### config.mk
export PLATFORM = sky130hd
export DESIGN_NAME = maxpool2d
export DESIGN_NICKNAME = d
export VERILOG_FILES = /design/src/rtl/maxpool2d.sv
export SDC_FILE = /design/constraint.sdc
export NUM_CORES = 1
export LEC_CHECK = 0
export ABC_CLOCK_PERIOD_IN_PS = 5900
export BUFFER_PORTS_ARGS = -buffer_cell sky130_fd_sc_hd__buf_2
export CORE_MARGIN = 2
export CORE_UTILIZATION = 55
export DETAILED_ROUTE_END_ITERATION = 10
export PLACE_DENSITY = 0.87
export SETUP_SLACK_MARGIN = 0.2
export SLEW_MARGIN = 10
export SYNTH_ARGS = -nofsm -noshare
export SYNTH_HDL_FRONTEND = slang
export SYNTH_SLANG_ARGS = --single-unit
### constraint.sdc
create_clock -name clk -period 5.9 [get_ports clk]
set_input_delay 0.295 -clock clk [delete_from_list [all_inputs] [get_ports clk]]
set_output_delay 0.295 -clock clk [all_outputs]
set_load 0.01 [all_outputs]
### src/rtl/maxpool2d.sv
// ---------------------------------------------------------------------------
// maxpool2d
//
// Non-overlapping POOL_SIZE x POOL_SIZE max pooling over a signed 16-bit
// feature map stored channel-major, row-major within a channel. Elements are
// fetched one at a time through a single-outstanding read port. Each pooled
// value, optionally clamped at zero, is written out with its linear output
// address c*OH*OW + orow*OW + ocol. A pass starts on a start pulse taken in
// IDLE and ends with a one-cycle done pulse.
//
// Ports:
//   clk          clock, all logic on the rising edge
//   reset        synchronous, active-high
//   start        begin a pass (only looked at in IDLE)
//   fm_rd_en     one-cycle read request
//   fm_addr      read address, held while the read is outstanding
//   fm_data      signed read data
//   fm_rd_valid  fm_data qualifier (only looked at in WAIT)
//   pool_data    signed pooled value
//   pool_addr    output address of pool_data
//   pool_valid   one-cycle write strobe for pool_data/pool_addr
//   busy         high while a pass is in progress
//   done         one-cycle pulse at the end of a pass
// ---------------------------------------------------------------------------
module maxpool2d #(
   parameter int INPUT_WIDTH  = 62,
   parameter int INPUT_HEIGHT = 62,
   parameter int NUM_CHANNELS = 30,
   parameter int POOL_SIZE    = 2,
   parameter int RELU         = 1,
   localparam int OW    = INPUT_WIDTH / POOL_SIZE,
   localparam int OH    = INPUT_HEIGHT / POOL_SIZE,
   localparam int FM_N  = INPUT_WIDTH * INPUT_HEIGHT * NUM_CHANNELS,
   localparam int PO_N  = OW * OH * NUM_CHANNELS,
   localparam int FM_AW = (FM_N > 1) ? $clog2(FM_N) : 1,
   localparam int PO_AW = (PO_N > 1) ? $clog2(PO_N) : 1
) (
   input  logic             clk,
   input  logic             reset,
   input  logic             start,
   output logic             fm_rd_en,
   output logic [FM_AW-1:0] fm_addr,
   input  logic [15:0]      fm_data,
   input  logic             fm_rd_valid,
   output logic [15:0]      pool_data,
   output logic [PO_AW-1:0] pool_addr,
   output logic             pool_valid,
   output logic             busy,
   output logic             done
);

   // Counter widths, each at least one bit wide.
   localparam int CH_W  = (NUM_CHANNELS > 1) ? $clog2(NUM_CHANNELS) : 1;
   localparam int ROW_W = (OH > 1) ? $clog2(OH) : 1;
   localparam int COL_W = (OW > 1) ? $clog2(OW) : 1;
   localparam int K_W   = (POOL_SIZE > 1) ? $clog2(POOL_SIZE) : 1;

   localparam logic [CH_W-1:0]  C_LAST   = CH_W'(NUM_CHANNELS - 1);
   localparam logic [ROW_W-1:0] ROW_LAST = ROW_W'(OH - 1);
   localparam logic [COL_W-1:0] COL_LAST = COL_W'(OW - 1);
   localparam logic [K_W-1:0]   K_LAST   = K_W'(POOL_SIZE - 1);

   typedef enum logic [2:0] {
      ST_IDLE  = 3'd0,
      ST_ISSUE = 3'd1,
      ST_WAIT  = 3'd2,
      ST_WRITE = 3'd3,
      ST_DONE  = 3'd4
   } state_t;

   state_t state_reg, state_next;

   // Position counters: channel, output row/col, offset inside the window.
   logic [CH_W-1:0]  c_reg,    c_next;
   logic [ROW_W-1:0] orow_reg, orow_next;
   logic [COL_W-1:0] ocol_reg, ocol_next;
   logic [K_W-1:0]   kr_reg,   kr_next;
   logic [K_W-1:0]   kc_reg,   kc_next;

   logic signed [15:0] max_reg, max_next;
   logic [15:0]        pool_data_reg, pool_data_next;
   logic [PO_AW-1:0]   pool_addr_reg, pool_addr_next;
   logic [FM_AW-1:0]   fm_addr_reg,   fm_addr_next;

   logic win_first;
   logic win_last;
   logic kc_last;
   logic pass_last;

   logic signed [15:0] max_cand;
   logic [15:0]        pooled;
   logic [PO_AW-1:0]   out_addr;
   logic [FM_AW-1:0]   fm_row_next;
   logic [FM_AW-1:0]   fm_col_next;

   assign kc_last   = (kc_reg == K_LAST);
   assign win_first = (kr_reg == '0) && (kc_reg == '0);
   assign win_last  = (kr_reg == K_LAST) && kc_last;
   assign pass_last = (c_reg == C_LAST) && (orow_reg == ROW_LAST) &&
                      (ocol_reg == COL_LAST);

   // Running max including the element currently on fm_data. The first
   // element of a window loads unconditionally; later ones need a strictly
   // greater value, so ties keep the earlier element.
   always_comb begin
      max_cand = max_reg;
      if (win_first || ($signed(fm_data) > max_reg)) begin
         max_cand = $signed(fm_data);
      end
   end

   generate
      if (RELU != 0) begin : g_relu
         assign pooled = max_cand[15] ? 16'd0 : max_cand;
      end else begin : g_raw
         assign pooled = max_cand;
      end
   endgenerate

   assign out_addr = PO_AW'(c_reg) * PO_AW'(OH * OW) +
                     PO_AW'(orow_reg) * PO_AW'(OW) +
                     PO_AW'(ocol_reg);

   // ------------------------------------------------------------------
   // FSM: state register
   // ------------------------------------------------------------------
   always_ff @(posedge clk) begin
      if (reset) begin
         state_reg <= ST_IDLE;
      end else begin
         state_reg <= state_next;
      end
   end

   // ------------------------------------------------------------------
   // FSM: next-state logic
   // ------------------------------------------------------------------
   always_comb begin
      state_next = state_reg;
      case (state_reg)
         ST_IDLE: begin
            if (start) begin
               state_next = ST_ISSUE;
            end
         end
         ST_ISSUE: begin
            state_next = ST_WAIT;
         end
         ST_WAIT: begin
            if (fm_rd_valid) begin
               state_next = win_last ? ST_WRITE : ST_ISSUE;
            end
         end
         ST_WRITE: begin
            state_next = pass_last ? ST_DONE : ST_ISSUE;
         end
         ST_DONE: begin
            state_next = ST_IDLE;
         end
         default: begin
            state_next = ST_IDLE;
         end
      endcase
   end

   // ------------------------------------------------------------------
   // FSM: outputs decoded from the current state
   // ------------------------------------------------------------------
   always_comb begin
      fm_rd_en   = 1'b0;
      pool_valid = 1'b0;
      busy       = 1'b0;
      done       = 1'b0;
      case (state_reg)
         ST_ISSUE: begin
            fm_rd_en = 1'b1;
            busy     = 1'b1;
         end
         ST_WAIT: begin
            busy = 1'b1;
         end
         ST_WRITE: begin
            pool_valid = 1'b1;
            busy       = 1'b1;
         end
         ST_DONE: begin
            done = 1'b1;
         end
         default: begin
            busy = 1'b0;
         end
      endcase
   end

   // ------------------------------------------------------------------
   // Datapath next values
   // ------------------------------------------------------------------
   always_comb begin
      c_next         = c_reg;
      orow_next      = orow_reg;
      ocol_next      = ocol_reg;
      kr_next        = kr_reg;
      kc_next        = kc_reg;
      max_next       = max_reg;
      pool_data_next = pool_data_reg;
      pool_addr_next = pool_addr_reg;
      case (state_reg)
         ST_IDLE: begin
            if (start) begin
               c_next    = '0;
               orow_next = '0;
               ocol_next = '0;
               kr_next   = '0;
               kc_next   = '0;
            end
         end
         ST_WAIT: begin
            if (fm_rd_valid) begin
               max_next = max_cand;
               if (win_last) begin
                  // Capture the result now so it holds through and after WRITE.
                  pool_data_next = pooled;
                  pool_addr_next = out_addr;
                  kr_next        = '0;
                  kc_next        = '0;
               end else if (kc_last) begin
                  kc_next = '0;
                  kr_next = kr_reg + 1'b1;
               end else begin
                  kc_next = kc_reg + 1'b1;
               end
            end
         end
         ST_WRITE: begin
            if (ocol_reg == COL_LAST) begin
               ocol_next = '0;
               if (orow_reg == ROW_LAST) begin
                  orow_next = '0;
                  c_next    = (c_reg == C_LAST) ? '0 : c_reg + 1'b1;
               end else begin
                  orow_next = orow_reg + 1'b1;
               end
            end else begin
               ocol_next = ocol_reg + 1'b1;
            end
         end
         default: begin
            c_next = c_reg;
         end
      endcase
   end

   // Read address for the element selected by the next counter values. It is
   // registered so it is already valid in ISSUE; counters only move on an
   // accepted read or in WRITE, so it stays put for the whole WAIT.
   // Trailing odd rows/columns are never reached because the window origin
   // never exceeds (OW-1)*P / (OH-1)*P.
   always_comb begin
      fm_row_next  = FM_AW'(orow_next) * FM_AW'(POOL_SIZE) + FM_AW'(kr_next);
      fm_col_next  = FM_AW'(ocol_next) * FM_AW'(POOL_SIZE) + FM_AW'(kc_next);
      fm_addr_next = FM_AW'(c_next) * FM_AW'(INPUT_WIDTH * INPUT_HEIGHT) +
                     fm_row_next * FM_AW'(INPUT_WIDTH) + fm_col_next;
   end

   // ------------------------------------------------------------------
   // Datapath registers
   // ------------------------------------------------------------------
   always_ff @(posedge clk) begin
      if (reset) begin
         c_reg         <= '0;
         orow_reg      <= '0;
         ocol_reg      <= '0;
         kr_reg        <= '0;
         kc_reg        <= '0;
         max_reg       <= '0;
         pool_data_reg <= '0;
         pool_addr_reg <= '0;
         fm_addr_reg   <= '0;
      end else begin
         c_reg         <= c_next;
         orow_reg      <= orow_next;
         ocol_reg      <= ocol_next;
         kr_reg        <= kr_next;
         kc_reg        <= kc_next;
         max_reg       <= max_next;
         pool_data_reg <= pool_data_next;
         pool_addr_reg <= pool_addr_next;
         fm_addr_reg   <= fm_addr_next;
      end
   end

   assign fm_addr   = fm_addr_reg;
   assign pool_data = pool_data_reg;
   assign pool_addr = pool_addr_reg;

endmodule

==> results.json, run 1 <==
{
  "yosysMostFrequentCell": "ha_1",
  "core_region_area_sq_um": 13800,
  "maxSlewViolCount": 0,
  "cts_tree": "yes",
  "p_sw_share_pct": 27.8,
  "slew-limit-headroom_pct": 33.5,
  "synth_top_flop_cell": "dfxtp_1",
  "rsz0062_at_grt": "yes",
  "cts.sinks": 82,
  "ys_seq_elements": 82,
  "pwr-share-comb_pct": 9.5,
  "drv_cap": 0,
  "port_buffers": 70,
  "worstSetupEndpointType": "flip-flop",
  "dp_hpwl_mm": 13.3,
  "cts_htree_levels": 3,
  "num_vias": 6807,
  "critPathKind": "reg -> reg",
  "status": "complete, no violations",
  "seq_power_share_pct": 44.8,
  "drtIter0Drc": 467,
  "cts.clk_slew.worst_paths_ns": 0.08,
  "fmax_mhz": 170,
  "place_inst": 1120,
  "hold_buffers": 0,
  "synth_top_cell_by_area": "dfxtp_1",
  "synth.area.top_cells": "dfxtp_1 21%, ha_1 21%, fa_1 12%",
  "synthesis.nets": 1071,
  "synthArstFlopShare_pct": 0,
  "synth_top_area_share_pct": 21.2,
  "routedWlPerCell_um": 17.0,
  "grt_max_degree": 104,
  "final_cells": 1163,
  "final_layout_size_suffix_gt1_share_pct": 21.6,
  "critPathRequiredTime_ns": 6.10,
  "syn_avg_cell_area_sq_um": 8.86,
  "grt_use_total_pct": 26.4,
  "fin_area_sq_um": 9160,
  "synthCells": 873,
  "final_core_util_pct": 66.3,
  "io_pins": 72,
  "syn_to_final_growth_pct": 18.5,
  "antenna_found_initial": 0,
  "final.min_clock_period_ns": 5.88,
  "rows": 43,
  "dr.pass1.iters": 6,
  "ir_drop_mv": 0.118,
  "final_nets": 1176,
  "grt-ovfl-total": 0,
  "critPathArrivalTime_ns": 6.08,
  "tns_ns": 0,
  "place.gp.congestion": 0.877,
  "drc": 0,
  "ys_warn_count": 0,
  "p_int_uw": 904,
  "hold_path_class": "in -> reg",
  "place_area_sq_um": 8410,
  "start_kind": "flip-flop",
  "synthTopCellsByCount": "130 x ha_1, 121 x inv_1, 82 x dfxtp_1",
  "post-route-period-util_pct": 99.7,
  "vias_per_cell": 5.85,
  "synth_edf_count": 0,
  "die_x_um": 123,
  "synth_area_sq_um": 7730,
  "n_antenna_cell": 0,
  "clockPowerShare_pct": 45.7,
  "hold_violations": 0,
  "start_util_pct": 55.9,
  "p_leak_uw": 0.00449,
  "final_antenna_net_count": 0,
  "root_buffer": "clkbuf_16",
  "skew_ns": 0.0153,
  "cts_made_buffers": 9,
  "final-setup-viol-count": 0,
  "critPathMaxFanout": 3,
  "grt_pass1_wl_mm": 31.6,
  "clk_latency_ns": 0.37,
  "wl_mm": 19.8,
  "fp.dieH_um": 123,
  "switchingPower_uw": 348,
  "grt_pass1_vias": 6852,
  "hold_ws_ns": 0.197,
  "tightest_slew_ns": 0.998,
  "ys_seq_area_share_pct": 21.2,
  "powerDensity_nw_per_um2": 137,
  "clock_path_buffers": 2,
  "dieArea_sq_um": 15000,
  "yosysUniqueCellTypes": 64
}
## power by group through the flow
stage                     Combinational (uW)  Sequential [uW]  Clock, uW
after floorplan                         70.4              573          0
after global placement                  97.3              575          0
after detailed placement                 101              575          0
after global routing                     129              561        601
final                                    119              560        572
after CTS                                111              560        579
## final cells by class
cell class                 instances  area (sq um)
timing repair buffer             125           771
fill                            1020          4660
sequential                        82          1660
clock inverter                     7          70.1
inverter                         121           454
tap                              180           225
clock buffer                       9           225
multi-input combinational        639          5760
## worst max-delay path, stage by stage, from the launching register on
cell and delay, ns:
dfxtp_2 0.33, or3b_4 0.42, a21oi_4 0.21, nand2_2 0.11, nand2_2 0.10, o21ai_4 0.08
fa_1 0.53, fa_2 0.60, fa_2 0.48, maj3_2 0.36, a21oi_2 0.22, nor2b_2 0.08
o41ai_2 0.42, xnor2_1 0.17, ha_1 0.28, ha_4 0.29, and3_4 0.18, o211ai_1 0.11
o21bai_2 0.23, a31oi_2 0.25, a31o_2 0.19, a21oi_1 0.05
## cell usage in the layout (no fill, tap or decap), types with 5 or more instances in the layout
cell type / Yosys / layout
nor3b_1: 16 / 16
clkbuf_16: 0 / 9
nor2_1: 56 / 55
a211oi_1: 12 / 11
nand2b_1: 36 / 36
a21oi_1: 58 / 54
a21o_1: 11 / 11
fa_1: 48 / 46
o21ai_0: 30 / 27
ha_1: 130 / 122
nand3_1: 16 / 14
nand3b_1: 6 / 6
nor3_1: 17 / 17
xnor2_1: 17 / 17
buf_2: 0 / 70
dfxtp_1: 82 / 75
inv_1: 121 / 117
mux2i_1: 17 / 17
o21a_1: 7 / 7
xor2_1: 12 / 12
o32ai_2: 10 / 10
nor2b_1: 15 / 14
nand2_1: 36 / 31
o21ai_1: 12 / 11
o32ai_1: 6 / 6
buf_4: 4 / 53
nand2_2: 0 / 5
ha_4: 0 / 6
## cells by family after synthesis
| family | share of synthesized area [%] |
|---|---|
| other cells | 0.0485 |
| compound gates | 16.3 |
| buf+inv | 7.67 |
| flops | 21.2 |
| xor+xnor | 3.29 |
| fa+ha+maj | 33.7 |
| mux | 2.35 |
| simple gates | 15.4 |
## repair_timing
action | in CTS | in global routing
setup endpoints to repair | 7 | 8
buffers inserted | 22 | 5
pin swaps | 30 | 16
resized for setup | 34 | 26
## metrics by stage
step | setup WS, ns | power, uW
global placement | 0.154 | 672
floorplan | 0.216 | 644
CTS | 0.205 | 1250
finish | 0.0161 | 1250
detailed placement | -0.105 | 676
global route | -0.125 | 1290
## worst paths after layout
kind | from | to | slack, ns | cells past startpoint
max | state_reg[0]$_SDFFE_PP0P_ | fm_addr[16]$_SDFF_PP0_ | 0.02 | 21
min | fm_data[9] | max_reg[9]$_SDFFE_PP0P_ | 0.20 | 3
max reg2reg | state_reg[0]$_SDFFE_PP0P_ | fm_addr[16]$_SDFF_PP0_ | 0.02 | 21
min reg2reg | pool_addr[12]$_SDFFE_PP0P_ | pool_addr[12]$_SDFFE_PP0P_ | 0.45 | 2
## routing by layer
metal	track usage [%]	vias to the layer above	wire, um
li1	-	3213	-
met1	30.4	3243	7920
met2	46.8	267	9730
met3	4.51	84	1230
met5	0	-	0
met4	13.2	0	870
(Power assumes the default switching activity.)
==> inputs of run 2 (changes only) <==
Settings changed: CORE_UTILIZATION 55 to 57, CTS_BUF_LIST from default to sky130_fd_sc_hd__clkbuf_8, PLACE_DENSITY 0.87 to 0.89.
==> run 2 against run 1 <==
  * Critical path depth is 3 higher
  * Maximum frequency is 3.7% higher
  * Hold slack worse by 0.040 ns
  * Sequential power hardly changed
  * Clock power is 28% lower
  * Register-to-register slack better by 0.21 ns
  * Total power is 13% lower
  * Final cell count is 0.69% lower
  * Utilization is 1.6 points higher
  * Sequential cell count stayed put
  * Sequential share of layout area is 0.31 points higher
  * Clock skew is 0.0064 ns higher
  * Critical endpoint is now fm_addr[15]$_SDFF_PP0_
  * Largest cell class unchanged
  * Largest power group is now sequential cells
==> results.json, run 2 (synthesized netlist as in run 1, its figures left out) <==
{
  "fmax_mhz": 176,
  "drtIter0Drc": 642,
  "reg2reg_depth": 24,
  "rsz0062_at_grt": "yes",
  "fp.dieH_um": 120,
  "post-route-period-util_pct": 96.2,
  "io_pins": 72,
  "routedWlPerCell_um": 17.0,
  "r2r_slack_ns": 0.22,
  "final_layout_size_suffix_gt1_share_pct": 20.9,
  "syn_to_final_growth_pct": 16.3,
  "drc": 0,
  "wl_mm": 19.6,
  "critPathMaxFanout": 8,
  "n_antenna_cell": 0,
  "cts_made_buffers": 9,
  "dr.pass1.iters": 6,
  "drv_cap": 0,
  "grt_max_degree": 104,
  "final_cell_mix": "123 x ha_1, 117 x inv_1, 77 x dfxtp_1",
  "clock_path_buffers": 2,
  "final-setup-viol-count": 0,
  "maxSlewViolCount": 0,
  "place_area_sq_um": 8400,
  "ir_drop_mv": 0.0882,
  "dp_hpwl_mm": 13.5,
  "start_util_pct": 58.4,
  "die_x_um": 120,
  "grt-ovfl-total": 0,
  "slew-limit-headroom_pct": 25.4,
  "dp_slack_ns": -0.0374,
  "grt_use_total_pct": 26.3,
  "critPathRequiredTime_ns": 6.15,
  "rr_startpoint": "state_reg[1]$_SDFFE_PP0P_",
  "grt_pass1_wl_mm": 31.0,
  "power_uw": 1090,
  "hold_path_end": "max_reg[10]$_SDFFE_PP0P_",
  "vias_per_cell": 5.93,
  "critPathArrivalTime_ns": 5.92,
  "final_common_cell": "ha_1",
  "fin_area_sq_um": 8990,
  "hold-path-cell-count": 3,
  "final.min_clock_period_ns": 5.68,
  "root_buffer": "clkbuf_8",
  "clk_latency_ns": 0.40,
  "critPathKind": "reg -> reg",
  "hold_buffers": 0,
  "cts_htree_levels": 3,
  "start_kind": "flip-flop",
  "place.gp.congestion": 0.930,
  "status": "complete, no violations",
  "rows": 42,
  "p_leak_uw": 0.00445,
  "worstHoldStart": "fm_data[10]",
  "cts_tree": "yes",
  "cts.sinks": 82,
  "port_buffers": 70,
  "hold_violations": 0,
  "core_region_area_sq_um": 13200,
  "cts.clk_slew.worst_paths_ns": 0.11,
  "grt_pass1_vias": 6740,
  "final_antenna_net_count": 0,
  "worstSetupEndpointType": "flip-flop",
  "antenna_found_initial": 0,
  "powerDensity_nw_per_um2": 121,
  "r2r-end": "fm_addr[15]$_SDFF_PP0_",
  "num_vias": 6850,
  "fin_ws_ns": 0.225,
  "final_nets": 1172,
  "hold_path_class": "in -> reg",
  "dieArea_sq_um": 14500,
  "num-fill-cells": 985,
  "skew_ns": 0.0217,
  "tightest_slew_ns": 1.12
}
==> run 2: power by group <==
group	switching, uW	internal, uW
combinational	66.0	48.1
clock	253	160
sequential	4.34	557
total	323	765
==> run 2: what timing repair did <==
| action | in CTS | in global routing |
|---|---|---|
| endpoints found under the setup margin | 6 | 8 |
| endpoints found under the hold margin | 0 | 0 |
| buffers inserted | 10 | 13 |
| resized for setup | 24 | 32 |
| pin swaps | 20 | 23 |
==> run 2: final cells by class <==
class	instances	area, sq um	share of cell area, %
inverter	121	454	5.05
clock buffer	9	124	1.38
timing repair buffer	121	738	8.21
tap	176	220	2.45
multi-input combinational	639	5740	63.9
sequential	82	1660	18.4
clock inverter	7	57.6	0.640
==> run 2: worst max-delay path by stage <==
stage	startpoint	endpoint	slack [ns]
finish	state_reg[1]$_SDFFE_PP0P_	fm_addr[15]$_SDFF_PP0_	0.22
global route	ocol_reg[0]$_SDFF_PP0_	fm_addr[16]$_SDFF_PP0_	-0.01
CTS	ocol_reg[0]$_SDFF_PP0_	fm_addr[15]$_SDFF_PP0_	0.21
detailed placement	start	fm_addr[15]$_SDFF_PP0_	-0.04
global placement	start	fm_addr[15]$_SDFF_PP0_	0.15
floorplan	state_reg[0]$_SDFFE_PP0P_	fm_addr[15]$_SDFF_PP0_	0.22
==> run 2: per-stage QoR <==
step / std cells / hold WS, ns / setup TNS, ns / util (%)
5_1_grt: 1155 / 0.168 / -0.0214 / 67.9
4_1_cts: 1142 / 0.159 / 0 / 66.2
2_1_floorplan: 873 / 0.450 / 0 / -
3_5_place_dp: 1116 / 0.449 / -0.0374 / 63.4
3_3_place_gp: 1116 / 0.439 / 0 / 63.4
6_report: 1155 / 0.157 / 0 / 67.9
==> run 2: per-layer routing <==
layer	vias to the layer above	routed length [um]	track usage (%)
met3	78	1030	3.82
li1	3197	-	-
met1	3322	8040	31.6
met4	0	671	11.3
met2	253	9880	46.8
met5	-	0	0
==> run 2: worst max-delay path, stage by stage, from the launching register on <==
cell and delay, ns:
dfxtp_4 0.38, or3b_4 0.38, a21o_1 0.20, buf_4 0.13
buf_4 0.16, a22oi_2 0.24, inv_2 0.09, fa_1 0.51
inv_1 0.07, fa_1 0.40, inv_1 0.08, ha_1 0.24
ha_1 0.36, a21oi_1 0.23, o21ai_2 0.10, a21o_1 0.21
a21oi_2 0.15, xnor2_1 0.14, ha_1 0.28, ha_4 0.31
o211ai_1 0.16, a221oi_2 0.32, o221ai_1 0.16, xor2_1 0.16
nor2_1 0.05
